===== config.mk =====
export PLATFORM = sky130hd
export DESIGN_NAME = mf_frame_ctrl
export DESIGN_NICKNAME = d
export VERILOG_FILES = /design/src/rtl/mf_ctrl_pkg.sv /design/src/rtl/mf_frame_ctrl.sv
export SDC_FILE = /design/constraint.sdc
export NUM_CORES = 1
export LEC_CHECK = 0
export BUFFER_PORTS_ARGS = -buffer_cell sky130_fd_sc_hd__buf_2
export CORE_MARGIN = 3
export CORE_UTILIZATION = 54
export DETAILED_ROUTE_END_ITERATION = 10
export PLACE_DENSITY = 0.75
export SYNTH_ARGS = -nofsm -noshare
export SYNTH_HDL_FRONTEND = slang
export SYNTH_SLANG_ARGS = --single-unit

===== constraint.sdc =====
create_clock -name clk_i -period 2.2 [get_ports clk_i]
set_input_delay 0.11 -clock clk_i [delete_from_list [all_inputs] [get_ports clk_i]]
set_output_delay 0.11 -clock clk_i [all_outputs]
set_load 0.005 [all_outputs]

===== src/rtl/mf_ctrl_pkg.sv =====
// ---------------------------------------------------------------------------
// mf_ctrl_pkg
// Shared definitions for the median-filter frame controller.
//   state_t        : frame-tracking FSM states
//   ERR_*          : bit positions inside the sticky error vector err_o
// ---------------------------------------------------------------------------
package mf_ctrl_pkg;

  typedef enum logic {
    WAIT_SOF = 1'b0,
    ACTIVE   = 1'b1
  } state_t;

  localparam int ERR_W           = 4;
  localparam int ERR_SHORT_LINE  = 0;
  localparam int ERR_LONG_LINE   = 1;
  localparam int ERR_SHORT_FRAME = 2;
  localparam int ERR_LONG_FRAME  = 3;

endpackage


===== src/rtl/mf_frame_ctrl.sv =====
// ---------------------------------------------------------------------------
// mf_frame_ctrl
// Watches the filter input stream and latches the CSR filter enable only at
// start of frame, so the filter never switches mode mid-frame. Also counts
// completed frames and (optionally) flags malformed geometry.
//
// Parameters
//   FRAME_RES_X     active pixels per line (>=2)
//   FRAME_RES_Y     active lines per frame (>=2)
//   FRAME_CNT_WIDTH width of the completed-frame counter
//
// Ports
//   clk_i         clock
//   rst_i         asynchronous active-high reset
//   cfg_en_i      requested filter enable (level)
//   mon_t*_i      tap of the filter input AXI-Stream handshake/sideband
//   err_clr_i     single-cycle clear of sticky errors
//   mf_en_o       frame-aligned filter enable
//   busy_o        high while a frame is in progress
//   frame_cnt_o   completed-frame count (wraps)
//   err_o         sticky errors {long_frame, short_frame, long_line, short_line}
//
// Build option
//   MF_FRAME_CTRL_ERR_EN : when defined, geometry checking drives err_o;
//                          otherwise err_o is tied to zero.
// ---------------------------------------------------------------------------
module mf_frame_ctrl
  import mf_ctrl_pkg::*;
#(
  parameter int FRAME_RES_X     = 1920,
  parameter int FRAME_RES_Y     = 1080,
  parameter int FRAME_CNT_WIDTH = 16
) (
  input  logic                       clk_i,
  input  logic                       rst_i,
  input  logic                       cfg_en_i,
  input  logic                       mon_tvalid_i,
  input  logic                       mon_tready_i,
  input  logic                       mon_tuser_i,
  input  logic                       mon_tlast_i,
  input  logic                       err_clr_i,
  output logic                       mf_en_o,
  output logic                       busy_o,
  output logic [FRAME_CNT_WIDTH-1:0] frame_cnt_o,
  output logic [ERR_W-1:0]           err_o
);

  localparam int XW = $clog2(FRAME_RES_X + 1);
  localparam int YW = $clog2(FRAME_RES_Y + 1);

  localparam logic [XW-1:0] RES_X   = XW'(FRAME_RES_X);
  localparam logic [XW:0]   RES_X_W = (XW+1)'(FRAME_RES_X);
  localparam logic [YW-1:0] RES_Y   = YW'(FRAME_RES_Y);
  localparam logic [YW:0]   RES_Y_W = (YW+1)'(FRAME_RES_Y);

  state_t                     state_q, state_d;
  logic [XW-1:0]              x_q, x_d;
  logic [YW-1:0]              y_q, y_d;
  logic                       mf_en_q, mf_en_d;
  logic                       busy_q;
  logic [FRAME_CNT_WIDTH-1:0] cnt_q, cnt_d;
  logic [XW:0]                x_inc;
  logic [YW:0]                y_inc;
  logic                       beat;

  assign beat  = mon_tvalid_i & mon_tready_i;
  assign x_inc = {1'b0, x_q} + (XW+1)'(1);
  assign y_inc = {1'b0, y_q} + (YW+1)'(1);

`ifdef MF_FRAME_CTRL_ERR_EN
  logic [ERR_W-1:0] err_set;
  logic [ERR_W-1:0] err_q;
`endif

  always_comb begin
    state_d = state_q;
    x_d     = x_q;
    y_d     = y_q;
    mf_en_d = mf_en_q;
    cnt_d   = cnt_q;
`ifdef MF_FRAME_CTRL_ERR_EN
    err_set = '0;
`endif
    if (beat) begin
      if (mon_tuser_i) begin
        // Any SOF restarts the frame; one seen while ACTIVE truncates the
        // previous frame, which is then not counted.
`ifdef MF_FRAME_CTRL_ERR_EN
        if (state_q == ACTIVE) err_set[ERR_SHORT_FRAME] = 1'b1;
`endif
        mf_en_d = cfg_en_i;
        state_d = ACTIVE;
        if (mon_tlast_i) begin
          // SOF and EOL together: a 1-pixel line, always short since X>=2,
          // and never the last line since Y>=2.
`ifdef MF_FRAME_CTRL_ERR_EN
          err_set[ERR_SHORT_LINE] = 1'b1;
`endif
          x_d = '0;
          y_d = YW'(1);
        end else begin
          x_d = XW'(1);
          y_d = '0;
        end
      end else if (state_q == ACTIVE) begin
        if (!mon_tlast_i) begin
          if (x_q == RES_X) begin
`ifdef MF_FRAME_CTRL_ERR_EN
            err_set[ERR_LONG_LINE] = 1'b1;
`endif
          end else begin
            x_d = x_inc[XW-1:0];
          end
        end else begin
`ifdef MF_FRAME_CTRL_ERR_EN
          if (x_inc < RES_X_W) err_set[ERR_SHORT_LINE] = 1'b1;
          if (x_inc > RES_X_W) err_set[ERR_LONG_LINE]  = 1'b1;
          if (y_q >= RES_Y)    err_set[ERR_LONG_FRAME] = 1'b1;
`endif
          x_d = '0;
          if (y_inc == RES_Y_W) begin
            cnt_d   = cnt_q + FRAME_CNT_WIDTH'(1);
            state_d = WAIT_SOF;
            y_d     = y_inc[YW-1:0];
          end else if (y_q != RES_Y) begin
            // Saturate so the defensive long_frame path cannot wrap y.
            y_d = y_inc[YW-1:0];
          end
        end
      end
    end
  end

  always_ff @(posedge clk_i or posedge rst_i) begin
    if (rst_i) begin
      state_q <= WAIT_SOF;
      x_q     <= '0;
      y_q     <= '0;
      mf_en_q <= 1'b0;
      busy_q  <= 1'b0;
      cnt_q   <= '0;
    end else begin
      state_q <= state_d;
      x_q     <= x_d;
      y_q     <= y_d;
      mf_en_q <= mf_en_d;
      busy_q  <= (state_d == ACTIVE);
      cnt_q   <= cnt_d;
    end
  end

`ifdef MF_FRAME_CTRL_ERR_EN
  // New events win over a coincident clear.
  always_ff @(posedge clk_i or posedge rst_i) begin
    if (rst_i) begin
      err_q <= '0;
    end else begin
      err_q <= (err_clr_i ? '0 : err_q) | err_set;
    end
  end

  assign err_o = err_q;
`else
  logic unused_err_clr;
  assign unused_err_clr = err_clr_i;
  assign err_o          = '0;
`endif

  assign mf_en_o     = mf_en_q;
  assign busy_o      = busy_q;
  assign frame_cnt_o = cnt_q;

endmodule


==> results of run 1 <==
## layer usage
layer | share of wire | vias to the layer above | global-route usage
met5 | 0 | - | 0
met3 | 0.064 | 9 | 0.0612
met4 | 0.018 | 0 | 0.0771
met2 | 0.49 | 48 | 0.368
li1 | - | 695 | -
met1 | 0.43 | 663 | 0.231
## sequential cells by signal, indices dropped and copies added (netlist names)
signal,count
mf_en_o,1
y_q,11
busy_o,1
frame_cnt_o,16
## layout by cell type (no fill, tap or decap), drive strengths merged
cell and n:
o41ai 1, clkbuf 7, nor2 3, nor4bb 1, o311ai 1, a22o 2, nor4 11, o22ai 1
nor3 14, o31ai 1, mux2 2, nand4 10, dfrtp 29, a21oi 3, o21bai 1, o21ai 7
o2bb2ai 1, and2 1, buf 33, ha 3, nand3 7, a21o 5, and4 1, nand2 18
or3 1, a31oi 4, dlygate4sd3 1, inv 6, xor2 15, and3 9, nand2b 3, conb 4
xnor2 1
## stage by stage
stage	utilization	std cells
global route	0.680	249
finish	0.680	249
floorplan	-	176
global placement	0.657	241
detailed placement	0.657	241
CTS	0.679	249
## power groups by stage
stage	clock, mW	combinational (mW)	sequential [mW]
finish	0.326	0.0854	0.562
detailed placement	0	0.0841	0.573
global route	0.356	0.101	0.565
CTS	0.334	0.0857	0.562
floorplan	0	0.0573	0.571
global placement	0	0.0822	0.571
## layout make-up
cell class / instances / area (um^2) / share of cell area
inverter: 6 / 22.5 / 0.0114
sequential: 29 / 726 / 0.368
multi-input combinational: 131 / 920 / 0.466
clock buffer: 7 / 55.1 / 0.0279
timing repair buffer: 34 / 198 / 0.100
tap: 42 / 52.6 / 0.0266
## cell families (layout without fill, tap and decap cells)
| kind of cell | after synthesis | after routing | share of synthesized area |
|---|---|---|---|
| simple gates | 79 | 79 | 0.290 |
| compound gates | 27 | 27 | 0.113 |
| flops | 29 | 29 | 0.422 |
| fa+ha+maj | 3 | 3 | 0.0218 |
| mux | 2 | 2 | 0.0131 |
| other cells | 1 | 4 | 0.00218 |
| buf+inv | 16 | 47 | 0.0523 |
| xor+xnor | 16 | 16 | 0.0858 |
## worst min-delay path by stage
stage / from / end / slack [ps] / cells past startpoint
floorplan: rst_i / busy_o / 190 / 1
global placement: rst_i / frame_cnt_o[14] / 200 / 3
detailed placement: rst_i / frame_cnt_o[14] / 200 / 3
CTS: cfg_en_i / mf_en_o / 6 / 2
global route: cfg_en_i / mf_en_o / 30 / 2
finish: cfg_en_i / mf_en_o / 20 / 2
## what timing repair did
| item | 4_1_cts | 5_1_grt |
|---|---|---|
| gates resized for setup | 0 | 1 |
| endpoints found under the hold margin | 29 | 0 |
| setup endpoints to repair | 0 | 1 |
| hold buffers | 1 | 0 |
==> metrics.md, run 1 <==
| Metric | Value |
|---|---|
| Outcome | `finished clean` |
| Final setup margin | `around 100 ps` |
| Max Cap Violations | `0` |
| Ant. Diodes | `0` |
| Worst slew margin | `0.532` |
| Synth Instances | `between 150 and 200` |
| Num ports | `30` |
| Fmax | `roughly 480 MHz` |
| Worst hold-check path type | `input pin to flip-flop` |
| WL/cell | `roughly 15 um` |
| CTS tree | `done` |
| Switching Fraction | `0.247` |
| Tmin final | `2100 ps` |
| Root buf cell | `clkbuf_4` |
| Cell family with most CP delay | `compound AO/OA/AOI/OAI gates` |
| Pre-CTS WS | `139 ps` |
| Total GRT Usage | `0.206` |
| Drt drc | `0` |
| Most common cell in the netlist | `dfrtp_1` |
| Site Rows | `19` |
| Psw | `0.240 mW` |
| Number of fill cells | `approximately 240` |
| Slew Limit Fails | `0` |
| Tcrit/Tclk final | `0.954` |
| Post-CTS setup buffer count | `0` |
| Clock Latency Late Sink | `330 ps` |
| Worst Max-Slew Pin Slew | `between 600 and 700 ps` |
| DRT Wirelength | `around 3.8 mm` |
| Die ar. | `3900 um^2` |
| Critical path depth | `6` |
| Fin Clk Skew | `between 10 and 15 ps` |
| Die X | `between 60 and 70 um` |
| Yosys top cell area share | `0.422` |
| Synth area leader | `dfrtp_1` |
| Routed vias | `roughly 1400` |
| Commonest cells post-synth | `dfrtp_1 (29), nand2_1 (18), xor2_1 (15), nor3_1 (12)` |
| Total power after layout | `0.973 mW` |
| Vias/cell | `between 5 and 6` |
| Dominant synthesized flop cell | `dfrtp_1` |
| Asr flop ratio synth | `1.00` |
| CTS clk-pin slew, worst paths | `80 ps` |
| Syn_area_per_cell | `roughly 10 um^2` |
| Flops & latches, synth | `29` |
| Crit Reg-Reg Startpoint | `y_q[4]` |
| Die H | `around 62 um` |
| Yosys warnings | `0` |
| Pleak | `between 1 and 1.5 nW` |
| CP max stage delay | `approximately 610 ps` |
| Crit Reg-Reg Endpoint | `frame_cnt_o[7]` |
| DRT Pass-1 Iters | `4` |
| Power Density | `~490 nW/um^2` |
| FF-to-FF setup slack | `about 100 ps` |
| CTS H-tree lvls | `2` |
| First-pass GRT wire length | `~6.5 mm` |
| Fin. Hold Viols | `0` |
| Post-synth EDFFs | `0` |
| Number of global-route vias before repair | `between 1000 and 1500` |
| Peak VDD IR | `540 uV` |
| Clock power share | `0.335` |
| Logic pwr share | `0.088` |
| Antenna viol nets, final | `0` |
| Num Clock Sinks | `29` |
| RSZ-0062 raised after global routing | `false` |
| Largest net degree at the start of global routing | `30` |
| Share of cells above drive strength 1 | `0.256` |
| Crit path from | `y_q[4]` |
| Setup violators final | `0` |
| Total negative slack | `0 ps` |
| Flop pwr share | `0.577` |
| Buffers on Ports | `24` |
| Ranking of synthesized cells by area | `dfrtp_1 (42%), xor2_1 (7.6%), nand2_1 (3.9%)` |
| DP Wirelength | `around 2.7 mm` |
| Cell internal pwr | `roughly 0.73 mW` |
| Arr. time, crit path | `about 2300 ps` |
| Hold Slack | `roughly 16 ps` |
| Setup Crit Path Kind | `flip-flop to flip-flop` |
| Netlist cell types | `39` |
| CP Cell Sequence | `and4_1, a21oi_1, o311ai_4, buf_4, nor4_2, xor2_1` |
| Cell Area, Synth | `about 1700 um^2` |
| Worst Path Buf+Inv | `1` |
| Initial Util | `0.594` |
| Critical Path Start Type | `flip-flop` |
| Grt total ovfl | `0` |
| Initial antenna violation count | `0` |
| Worst setup path end | `frame_cnt_o[7]` |
| GPL Wtd Cong | `roughly 0.92` |
| Initial DRC Count | `approximately 110` |
| Setup crit end kind | `flip-flop` |
| Critical Path RT | `about 2400 ps` |
| Seq/Total Area, Yosys | `0.422` |
| Area after DPL | `around 1900 um^2` |
| Design area | `between 1500 and 2000 um^2` |
| Final Net Count | `218` |
| Slowest cell on the critical path | `o311ai_4` |
| Core ar. | `just under 3000 um^2` |
| Synth-to-Final Area Change | `14.6%` |
| R2R cell count | `6` |
| Inserted Clock Buffers | `5` |
| Maximum fanout along the worst path | `14` |
| Buffer depth of the longest clock path | `2` |
Note: power is estimated with default switching activity, not from simulation.
==> run 2, diff against run 1 <==
REMOVE_ABC_BUFFERS = 1   (was unset)
==> run 2 against run 1 <==
Compared with the run above:
- critical path depth up 1
- sequential power increased by 0.7%
- via count rose by 5.0%
- worst setup slack improved by 2.1 ps
- critical endpoint is now frame_cnt_o[15]
- largest cell class unchanged
- highest routed layer unchanged
==> metrics.md, run 2 (synthesis results as in run 1) <==
| Metric | Value |
|---|---|
| Outcome | `finished clean` |
| Num Clock Sinks | `29` |
| Critical Path Start Type | `flip-flop` |
| Hold Slack | `around 33 ps` |
| R2R cell count | `7` |
| Max FFs per register | `16` |
| Initial antenna violation count | `0` |
| Crit Reg-Reg Endpoint | `frame_cnt_o[15]` |
| Hold depth | `2` |
| Root buf cell | `clkbuf_4` |
| Routed vias | `roughly 1500` |
| Fin Clk Skew | `around 8.4 ps` |
| Max Cap Violations | `0` |
| Peak VDD IR | `around 600 uV` |
| Total negative slack | `0 ps` |
| Setup Crit Path Kind | `flip-flop to flip-flop` |
| Ant. Diodes | `0` |
| Register area | `726 um^2` |
| Number of fill cells | `around 230` |
| Grt total ovfl | `0` |
| Num ports | `30` |
| HP Start | `cfg_en_i` |
| CTS clk-pin slew, worst paths | `~90 ps` |
| Slew Limit Fails | `0` |
| Tmin final | `2100 ps` |
| DP Wirelength | `2.74 mm` |
| Hold endpoint | `mf_en_o` |
| Die ar. | `between 3000 and 4000 um^2` |
| Power Density | `512 nW/um^2` |
| Buffers on Ports | `24` |
| Worst hold-check path type | `input pin to flip-flop` |
| WL/cell | `roughly 15 um` |
| Die H | `between 60 and 70 um` |
| Drt drc | `0` |
| Critical Path RT | `roughly 2500 ps` |
| Largest net degree at the start of global routing | `30` |
| Fin. Hold Viols | `0` |
| Share of cells above drive strength 1 | `0.268` |
| First-pass GRT wire length | `6.47 mm` |
| DRT Wirelength | `3.89 mm` |
| Clock Latency Late Sink | `between 300 and 400 ps` |
| Total power after layout | `a little over 1 mW` |
| FF-to-FF setup slack | `between 100 and 150 ps` |
| DRT Pass-1 Iters | `4` |
| Commonest non-fill, non-tap cells in the layout | `dfrtp_1 (29), buf_2 (24), nand2_1 (18)` |
| CTS tree | `done` |
| Fmax | `477 MHz` |
| Pleak | `1.02 nW` |
| Antenna viol nets, final | `0` |
| Commonest non-fill, non-tap cell in the layout | `dfrtp_1` |
| Site Rows | `19` |
| Tcrit/Tclk final | `0.953` |
| Design area | `2000 um^2` |
| Vias/cell | `between 5 and 6` |
| Setup crit end kind | `flip-flop` |
| Maximum fanout along the worst path | `9` |
| Initial DRC Count | `114` |
| CTS H-tree lvls | `2` |
| GPL Wtd Cong | `~0.83` |
| Core ar. | `about 2900 um^2` |
| Die X | `62.5 um` |
| Total GRT Usage | `0.209` |
| Number of global-route vias before repair | `1402` |
| Post-Route Utilization | `0.688` |
| Setup violators final | `0` |
| Buffer depth of the longest clock path | `2` |
| Final Net Count | `about 220` |
| Inserted Clock Buffers | `5` |
| Crit Reg-Reg Startpoint | `y_q[0]` |
| Crit path from | `y_q[0]` |
| Initial Util | `0.594` |
| Multi-input logic area | `a little over 900 um^2` |
| Synth-to-Final Area Change | `15.9%` |
| Arr. time, crit path | `2350 ps` |
| Area after DPL | `around 1900 um^2` |
run 2: cell types whose count changed in the layout (fill, tap and decap cells not counted), sizes merged:
cell    previous run  this run
buf               33        34
clkinv             0         1
run 2: cell type report:
class,instances,area share
clock buffers,7,0.0326
clock inverters,1,0.00251
inverters,6,0.0113
multi-input cells,131,0.461
flip-flops and latches,29,0.364
well taps,42,0.0263
repair buffers,35,0.103
run 2: critical path: stages, from the launching register on:
cell and delay [ps]:
dfrtp_1 460, ha_1 220, and2_1 210, and3_1 230
o311ai_4 170, buf_4 210, nor4_1 330, xor2_1 180
run 2: worst max-delay path by stage:
stage,to,slack (ps),cells past startpoint
after floorplan,frame_cnt_o[1],210,5
after global routing,frame_cnt_o[15],-20,7
after detailed placement,frame_cnt_o[1],90,5
after CTS,y_q[7],50,7
final,frame_cnt_o[15],100,7
after global placement,frame_cnt_o[1],140,5
run 2: power breakdown:
group	switching (mW)	leakage [nW]	internal (mW)
clock network	0.188	0.0413	0.185
registers	0.0193	0.395	0.547
logic	0.0498	0.585	0.0327
total	0.257	1.02	0.765
run 2: timing repair:
action | CTS | global route
buffers inserted | 0 | 4
hold endpoints to repair | 29 | 0
gates resized for setup | 0 | 1
hold buffers | 1 | 0
setup endpoints to repair | 0 | 5
run 2: layer usage:
| metal | vias up | GRT usage | share of wire |
|---|---|---|---|
| met5 | - | 0 | 0 |
| met4 | 0 | 0.0854 | 0.0093 |
| met3 | 5 | 0.0504 | 0.059 |
| met2 | 55 | 0.328 | 0.48 |
| met1 | 726 | 0.277 | 0.45 |
| li1 | 700 | - | - |
run 2: stage by stage:
| step | setup slack, ps | instances |
|---|---|---|
| 5_1_grt | -19.5 | 251 |
| 4_1_cts | 52.8 | 247 |
| 6_report | 104 | 251 |
| 2_1_floorplan | 213 | 166 |
| 3_3_place_gp | 140 | 238 |
| 3_5_place_dp | 86.0 | 238 |
